--- config.mk ---
export PLATFORM = sky130hd
export DESIGN_NAME = exception_sequencer
export DESIGN_NICKNAME = d
export VERILOG_FILES = /design/src/rtl/mips_cp0_pkg.sv /design/src/rtl/exception_sequencer_drain_timer.sv /design/src/rtl/exception_sequencer.sv
export SDC_FILE = /design/constraint.sdc
export NUM_CORES = 1
export LEC_CHECK = 0
export BUFFER_PORTS_ARGS = -buffer_cell sky130_fd_sc_hd__buf_2
export CORE_MARGIN = 5
export CORE_UTILIZATION = 53
export CTS_BUF_LIST = sky130_fd_sc_hd__clkbuf_4 sky130_fd_sc_hd__clkbuf_8
export DETAILED_ROUTE_END_ITERATION = 8
export HOLD_SLACK_MARGIN = 0.03
export PLACE_DENSITY = 0.87
export SYNTH_ARGS = -nofsm -noshare
export SYNTH_HDL_FRONTEND = slang
export SYNTH_SLANG_ARGS = --single-unit
--- constraint.sdc ---
create_clock -name clk -period 3.75 [get_ports clk]
set_input_delay 0.75 -clock clk [delete_from_list [all_inputs] [get_ports clk]]
set_output_delay 0.75 -clock clk [all_outputs]
set_load 0.005 [all_outputs]
--- src/rtl/mips_cp0_pkg.sv ---
// Shared definitions for the coprocessor0 / exception sequencing slice of the mips_s core:
// sequencer state encoding, control decode, handler vector and exception codes.
package mips_cp0_pkg;

  localparam logic [31:0] HANDLER_ADDR_DEFAULT = 32'h8000_0180;
  localparam int          DRAIN_MAX_DEFAULT    = 15;
  localparam int          CNT_WIDTH_DEFAULT    = 16;

  // Cause.ExcCode values, kept identical to the encoding used by coprocessor0.
  localparam logic [4:0] EXC_INT  = 5'd0;
  localparam logic [4:0] EXC_ADEL = 5'd4;
  localparam logic [4:0] EXC_ADES = 5'd5;
  localparam logic [4:0] EXC_SYS  = 5'd8;
  localparam logic [4:0] EXC_BP   = 5'd9;
  localparam logic [4:0] EXC_RI   = 5'd10;
  localparam logic [4:0] EXC_OV   = 5'd12;

  typedef enum logic [2:0] {
    ST_IDLE       = 3'd0,
    ST_DRAIN      = 3'd1,
    ST_COMMIT     = 3'd2,
    ST_EXC_REDIR  = 3'd3,
    ST_ERET_REDIR = 3'd4
  } seq_state_e;

  typedef struct packed {
    logic activeexception;
    logic rfe;
    logic stall;
    logic flush;
    logic redirect_valid;
  } seq_ctrl_t;

  // Moore decode of the per-state control strobes.
  function automatic seq_ctrl_t decode_ctrl(input seq_state_e s);
    seq_ctrl_t c;
    c = '0;
    case (s)
      ST_DRAIN: begin
        c.stall = 1'b1;
        c.flush = 1'b1;
      end
      ST_COMMIT: begin
        c.activeexception = 1'b1;
        c.stall           = 1'b1;
        c.flush           = 1'b1;
      end
      ST_EXC_REDIR: begin
        c.redirect_valid = 1'b1;
        c.flush          = 1'b1;
      end
      ST_ERET_REDIR: begin
        c.redirect_valid = 1'b1;
        c.rfe            = 1'b1;
        c.flush          = 1'b1;
      end
      default: c = '0;
    endcase
    return c;
  endfunction

endpackage

--- src/rtl/exception_sequencer_drain_timer.sv ---
// Bounded wait counter for the DRAIN state: counts enabled cycles since the last clear
// and flags the cycle that is the MAX-th enabled one. Saturates instead of wrapping.
module drain_timer #(
  parameter int MAX = 15,
  localparam int W  = (MAX < 1) ? 1 : $clog2(MAX + 1)
) (
  input  logic clk,
  input  logic reset,
  input  logic clear,
  input  logic enable,
  output logic expired
);

  logic [W-1:0] count;

  always_ff @(posedge clk) begin
    if (reset || clear) begin
      count <= '0;
    end else if (enable && (count != W'(MAX))) begin
      count <= count + 1'b1;
    end
  end

  // count holds the number of enabled cycles already completed, so the current one is count+1.
  assign expired = enable && (count >= W'(MAX - 1));

endmodule

--- src/rtl/exception_sequencer.sv ---
// Decides when a pending exception is taken, drains in-flight memory accesses, pulses
// activeexception/rfe into coprocessor0 and redirects fetch to the handler or to EPC.
module exception_sequencer
  import mips_cp0_pkg::*;
#(
  parameter logic [31:0] HANDLER_ADDR = HANDLER_ADDR_DEFAULT,
  parameter int          DRAIN_MAX    = DRAIN_MAX_DEFAULT,
  parameter int          CNT_WIDTH    = CNT_WIDTH_DEFAULT
) (
  input  logic                 clk,
  input  logic                 reset,
  input  logic                 pendingexception,
  input  logic                 eret,
  input  logic [31:0]          epc,
  input  logic                 mem_busy,
  output logic                 activeexception,
  output logic                 rfe,
  output logic                 stall,
  output logic                 flush,
  output logic                 redirect_valid,
  output logic [31:0]          redirect_pc,
  output logic                 in_handler,
  output logic                 drain_timeout,
  output logic [CNT_WIDTH-1:0] exc_count
);

  seq_state_e state_q;
  seq_state_e state_d;
  seq_ctrl_t  ctrl_d;
  logic       timeout_hit;
  logic       drain_expired;

  function automatic logic [CNT_WIDTH-1:0] sat_inc(input logic [CNT_WIDTH-1:0] v);
    return (&v) ? v : v + 1'b1;
  endfunction

  drain_timer #(
    .MAX(DRAIN_MAX)
  ) u_drain_timer (
    .clk    (clk),
    .reset  (reset),
    .clear  (state_q != ST_DRAIN),
    .enable (state_q == ST_DRAIN),
    .expired(drain_expired)
  );

  always_comb begin
    state_d     = state_q;
    timeout_hit = 1'b0;
    case (state_q)
      ST_IDLE: begin
        // An exception raised alongside ERET wins; the ERET is simply dropped.
        if (pendingexception) begin
          state_d = mem_busy ? ST_DRAIN : ST_COMMIT;
        end else if (eret) begin
          state_d = ST_ERET_REDIR;
        end
      end
      ST_DRAIN: begin
        if (!mem_busy) begin
          state_d = ST_COMMIT;
        end else if (drain_expired) begin
          state_d     = ST_COMMIT;
          timeout_hit = 1'b1;
        end
      end
      ST_COMMIT:     state_d = ST_EXC_REDIR;
      ST_EXC_REDIR:  state_d = ST_IDLE;
      ST_ERET_REDIR: state_d = ST_IDLE;
      default:       state_d = ST_IDLE;
    endcase
  end

  assign ctrl_d = decode_ctrl(state_d);

  // Output registers are loaded from the next-state decode so every output is a flop
  // whose value matches the state the machine is entering.
  always_ff @(posedge clk) begin
    if (reset) begin
      state_q         <= ST_IDLE;
      activeexception <= 1'b0;
      rfe             <= 1'b0;
      stall           <= 1'b0;
      flush           <= 1'b0;
      redirect_valid  <= 1'b0;
      redirect_pc     <= '0;
      in_handler      <= 1'b0;
      drain_timeout   <= 1'b0;
      exc_count       <= '0;
    end else begin
      state_q         <= state_d;
      activeexception <= ctrl_d.activeexception;
      rfe             <= ctrl_d.rfe;
      stall           <= ctrl_d.stall;
      flush           <= ctrl_d.flush;
      redirect_valid  <= ctrl_d.redirect_valid;
      // ERET_REDIR is only entered from IDLE, so epc is captured on exactly that transition.
      case (state_d)
        ST_EXC_REDIR:  redirect_pc <= HANDLER_ADDR;
        ST_ERET_REDIR: redirect_pc <= epc;
        default:       redirect_pc <= '0;
      endcase
      if (state_d == ST_EXC_REDIR) begin
        in_handler <= 1'b1;
      end else if (state_d == ST_ERET_REDIR) begin
        in_handler <= 1'b0;
      end
      if (timeout_hit) begin
        drain_timeout <= 1'b1;
      end
      if (state_d == ST_COMMIT) begin
        exc_count <= sat_inc(exc_count);
      end
    end
  end

endmodule

==> results of run 1 <==
==> metal layers <==
layer / wire, µm / share of wire / vias up
met1: 2010 / 0.39 / 872
met4: 110 / 0.022 / 0
li1: - / - / 967
met2: 2610 / 0.51 / 60
met5: 0 / 0 / -
met3: 376 / 0.074 / 10
==> power breakdown <==
group	internal [mW]	total (mW)	leakage (nW)	switching, mW
Combinational	0.0462	0.0913	0.827	0.0451
Clock	0.462	0.703	0.123	0.241
Sequential	0.681	0.695	0.503	0.0139
==> worst min-delay path by stage <==
stage	startpoint	to	slack, ns	depth (start not counted)
6_report	in_handler	in_handler	0.48	2
3_3_place_gp	in_handler	in_handler	0.45	2
3_5_place_dp	in_handler	in_handler	0.45	2
2_1_floorplan	in_handler	in_handler	0.45	2
4_1_cts	in_handler	in_handler	0.48	2
5_1_grt	in_handler	in_handler	0.50	2
==> flip-flops by register name, indices dropped and copies added (netlist names) <==
signal and flops:
state_q 3, drain_timeout 1, redirect_valid 1, redirect_pc 32, exc_count 16, activeexception 1, stall 1, rfe 1
flush 1, u_drain_timer.count 4, in_handler 1
==> metrics by stage <==
stage,utilization,hold slack [ns],cells
6_report,0.728,0.477,373
3_5_place_dp,0.669,0.454,358
5_1_grt,0.728,0.497,373
3_3_place_gp,0.669,0.445,358
4_1_cts,0.728,0.479,373
2_1_floorplan,-,0.452,228
==> worst min-delay path, stage by stage (launching register included) <==
cell and delay [ns]:
dfxtp_1 0.31, inv_1 0.05, o21bai_1 0.06
==> placed cells by master (no fill, tap or decap), types with 3 or more instances in the layout <==
| cell | instances |
|---|---|
| or4_1 | 5 |
| and3_1 | 6 |
| a21oi_1 | 10 |
| inv_1 | 4 |
| and2_1 | 29 |
| nor2_1 | 18 |
| nor4_1 | 3 |
| o21ai_0 | 6 |
| nor2b_1 | 7 |
| o31ai_1 | 3 |
| bufinv_16 | 3 |
| dfxtp_1 | 62 |
| buf_2 | 91 |
| nand2_1 | 9 |
| nand3_1 | 11 |
| clkbuf_8 | 10 |
| or3_1 | 4 |
| a21o_1 | 3 |
| nor3_1 | 8 |
| ha_1 | 3 |
==> logic make-up (layout without fill, tap and decap cells) <==
| group | after synthesis | after routing |
|---|---|---|
| AOI/OAI and AO/OA | 33 | 33 |
| xor gates and xnor gates | 2 | 2 |
| adders and majority gates | 3 | 3 |
| buffers and inverters | 15 | 110 |
| DFF | 62 | 62 |
| muxes | 4 | 4 |
| and+or+nand+nor | 109 | 109 |
==> cell type report <==
cell class | instances | area, µm² | area share
timing repair buffer | 91 | 455 | 0.154
clock buffer | 11 | 145 | 0.0491
clock inverter | 4 | 95.1 | 0.0322
tap | 50 | 62.6 | 0.0212
inverter | 4 | 15.0 | 0.00508
multi-input combinational | 151 | 940 | 0.318
sequential | 62 | 1240 | 0.420
==> flow_summary.ini, run 1 <==
[cts]
cts_tree = done
cts_hold_buf = 0
root_buffer = clkbuf_8
cts_sinks = 62
cts_max_level = 3
clock_latency_ns = 0.33
ctsLongestPathBuffers = 2
postCtsSetupBuffers = 0
path_clk_slew_ns = 0.06
cts_buffers = 9
cts_resized = 0

[synthesis]
synthAdderAreaFrac = 0.0167
synth_seq_cells = 62
synth_seq_area_share = 0.551
synth_xor_area_frac = 0.00778
yosysTopAreaCell = dfxtp_1
ys_async_sr_fraction = 0
synth_top_area_frac = 0.551
synth_edf_count = 0
yosys-top-cells-area = dfxtp_1 55%, and2_1 8.1%, nor2_1 3.0%
ys_types = 44
syn_nets = 268
syn_area_um2 = 2250
synth_top_family_by_area = simple AND/OR/NAND/NOR gates
yosys.area_share.simple = 0.267
synth.most_common_cell = dfxtp_1
muxShareOfSynthArea = 0.0194
synth_compound_area_frac = 0.106
avgSynthCellArea_um2 = 9.88
ys.flop_type = dfxtp_1
ys_top_cells_by_count = 62 x dfxtp_1, 29 x and2_1, 18 x nor2_1, 11 x nand3_1, 10 x a21oi_1
ys.warnings.count = 0
syn-instance-count = 228

[floorplan]
die_h_um = 75.2
coreArea_um2 = 4060
rows = 23
dieArea_um2 = 5650
dieWidth_um = 75.2
ios = 92
floorplan.initialDensity = 0.555

[worst_setup_path]
path_cells = ha_1 > and3_1 > nand4_1 > o21bai_4 > nor4_1 > mux2_1
rrSetupSlack_ns = 1.54
crit_arrival_ns = 2.42
rr_endpoint = exc_count[15]
crit_fanout = 23
critPathKind = flop to flop
crit_family = simple AND/OR/NAND/NOR gates
crit_cells = 6
path_buf_inv = 0
crit_path_start_kind = flop
slowest_stage = dfxtp_1
worstSetupEndpoint = exc_count[15]
reg2reg_depth = 6
r2r-start = exc_count[0]
setup.worst_path.end_class = flop
required_ns = 3.97
cp-startpoint = exc_count[0]
cpPeakStageDelay_ns = 0.46

[global_routing]
antenna_found_initial = 0
grt_max_degree = 35
grt_pass1_wl_um = 8020
gr-usage-met1 = 0.206
grt_use_total = 0.188
gr-usage-met2 = 0.313
grt_pass1_vias = 1845
use_met3 = 0.0628
grt_overflow_total = 0
grt_busiest_layer = met2

[job]
cap_viol_max_count = 0

[finish]
final_nets = 359
stdcell_area_um2 = 2950
n_antenna_cell = 0
drive_gt1_frac = 0.353
fillers = 318
area_growth_pct = 31.2

[timing]
rsz0062_at_grt = no
maxSlewHeadroom = 0.422
final_max_slew_viol_count = 0
worstMarginPinSlew_ns = 0.867
worst_slack_ns = 1.54
fin_tns_setup_ns = 0
fmax_mhz = 453
setup_violations = 0
skew_ns = 0.00411
fin_crit_sh = 0.589
period_needed_ns = 2.21
report.final.hold_viol_count = 0

[hold_path]
worstHoldPathType = flop to flop

[routing]
drc = 0
dr.first_iter.drc_count = 71
avgViaCountPerCell = 5.12
finalWirelength_um = 5110
ant_nets = 0
route.vias.total = 1909
wl_per_cell_um = 13.7
first_pass_iters = 4

[placement]
place_ws_ns = 1.32
place_congestion = 0.798
port_buffers = 91
dp_hpwl_um = 3660
place_area_um2 = 2710

[power_and_ir_drop]
finalPower_mw = 1.49
vdd.ir_drop.worst_v = 0.000432
p_leak_nw = 1.45
p_per_area_nw_per_um2 = 504

[run_status]
outcome = finished, final reports clean
(Power assumes the default switching activity.)
==> run 2, diff against run 1 <==
--- a/config.mk
+++ b/config.mk
@@ -7,11 +7,11 @@
 export LEC_CHECK = 0
 export BUFFER_PORTS_ARGS = -buffer_cell sky130_fd_sc_hd__buf_2
 export CORE_MARGIN = 5
-export CORE_UTILIZATION = 53
+export CORE_UTILIZATION = 44
 export CTS_BUF_LIST = sky130_fd_sc_hd__clkbuf_4 sky130_fd_sc_hd__clkbuf_8
 export DETAILED_ROUTE_END_ITERATION = 8
 export HOLD_SLACK_MARGIN = 0.03
-export PLACE_DENSITY = 0.87
+export PLACE_DENSITY = 0.77
 export SYNTH_ARGS = -nofsm -noshare
 export SYNTH_HDL_FRONTEND = slang
 export SYNTH_SLANG_ARGS = --single-unit
==> constraint.sdc (replaced) <==
create_clock -name clk -period 2 [get_ports clk]
set_input_delay 0.4 -clock clk [delete_from_list [all_inputs] [get_ports clk]]
set_output_delay 0.4 -clock clk [all_outputs]
set_load 0.005 [all_outputs]
==> flow_summary.ini, run 2 (synthesis results as in run 1) <==
[cts]
clock_latency_ns = 0.32
cts_max_level = 3
path_clk_slew_ns = 0.06
cts_buffers = 9
ctsLongestPathBuffers = 2
root_buffer = clkbuf_8
cts_hold_buf = 0
cts_sinks = 62
cts_tree = done

[finish]
instances_no_fill = 409
area_growth_pct = 35.6
finish.utilization = 0.605
drive_gt1_frac = 0.389
n_antenna_cell = 0
final_cell_mix = 91 x buf_2, 61 x dfxtp_1, 29 x and2_1
mostFrequentLayoutCell = buf_2
final_nets = 374
reg_top3 = redirect_pc: 32 flops, exc_count: 16 flops, u_drain_timer.count: 4 flops
fillers = 451
largest_reg_flops = 32
top_register = redirect_pc

[placement]
port_buffers = 91
place_ws_ns = 0.00482
dp_hpwl_um = 3900
dp_cells = 389
place_congestion = 0.833

[timing]
setup_violations = 0
rsz0062_at_grt = no
fmax_mhz = 531
report.final.hold_viol_count = 0
worst_slack_ns = 0.117
final_max_slew_viol_count = 0
fin_tns_setup_ns = 0
worstMarginPinSlew_ns = 0.549
maxSlewHeadroom = 0.631
skew_ns = 0.00432
fin_crit_sh = 0.942
period_needed_ns = 1.88

[routing]
route.vias.total = 1984
avgViaCountPerCell = 4.85
dr.first_iter.drc_count = 73
drc = 0
first_pass_iters = 4
finalWirelength_um = 5270
wl_per_cell_um = 12.9
ant_nets = 0

[global_routing]
grt_pass1_vias = 1962
grt_max_degree = 35
grt_use_total = 0.163
grt_pass1_wl_um = 8440
grt_overflow_total = 0
antenna_found_initial = 1

[worst_setup_path]
critPathKind = flop to flop
crit_path_start_kind = flop
crit_fanout = 6
reg2reg_depth = 7
cp-startpoint = u_drain_timer.count[0]
setup.worst_path.end_class = flop
rrSetupSlack_ns = 0.12
crit_arrival_ns = 2.14
required_ns = 2.26
rr_endpoint = exc_count[9]
r2r-start = u_drain_timer.count[0]

[floorplan]
die_h_um = 81.5
dieArea_um2 = 6650
rows = 26
ios = 92
coreArea_um2 = 5040
dieWidth_um = 81.5
floorplan.initialDensity = 0.447

[hold_path]
hold_depth = 2
worstHoldPathType = input port to flop
min-delay-start = epc[7]
holdPathEnd = redirect_pc[7]

[job]
cap_viol_max_count = 0

[run_status]
outcome = finished, final reports clean

[power_and_ir_drop]
p_leak_nw = 1.50
vdd.ir_drop.worst_v = 0.000673
finalPower_mw = 2.50
p_per_area_nw_per_um2 = 820
==> run 2: cell type report <==
class | count | area (µm²) | area share
sequential | 62 | 1240 | 0.407
multi-input combinational | 152 | 957 | 0.314
clock buffer | 13 | 173 | 0.0566
clock inverter | 3 | 17.5 | 0.00574
inverter | 4 | 15.0 | 0.00492
timing repair buffer | 105 | 561 | 0.184
tap | 70 | 87.6 | 0.0287
==> run 2: stage by stage <==
| stage | hold WS, ns | instance area, µm² |
|---|---|---|
| 6_report | 0.274 | 3050 |
| 4_1_cts | 0.253 | 3010 |
| 5_1_grt | 0.251 | 3050 |
| 2_1_floorplan | 0.452 | 2250 |
| 3_3_place_gp | 0.447 | 2820 |
| 3_5_place_dp | 0.455 | 2820 |
==> run 2: report_power, final <==
part           internal [mW]  switching, mW
sequential              1.28         0.0182
combinational          0.107         0.0992
clock                  0.561          0.442
total                   1.94          0.559
==> run 2: critical path: stages (launching register included) <==
cell,delay [ns]
dfxtp_2,0.35
inv_1,0.07
ha_1,0.17
o211a_4,0.17
o221ai_2,0.13
o21bai_2,0.28
or4_1,0.52
a21oi_1,0.14
==> run 2: repair_timing <==
item	4_1_cts	5_1_grt
setup endpoints to repair	0	9
endpoints found under the hold margin	0	0
setup buffers	0	3
resized for setup	0	2
==> run 2: worst max path at each step <==
stage | endpoint | depth (start not counted)
finish | exc_count[9] | 7
global route | exc_count[4] | 8
CTS | exc_count[11] | 7
detailed placement | exc_count[11] | 6
global placement | exc_count[11] | 6
floorplan | exc_count[15] | 7
==> run 2: routing by layer <==
layer  GRT usage  wire [µm]
met2       0.284       2810
met4      0.0794        100
met5           0         13
met1       0.174       2020
met3      0.0570        335
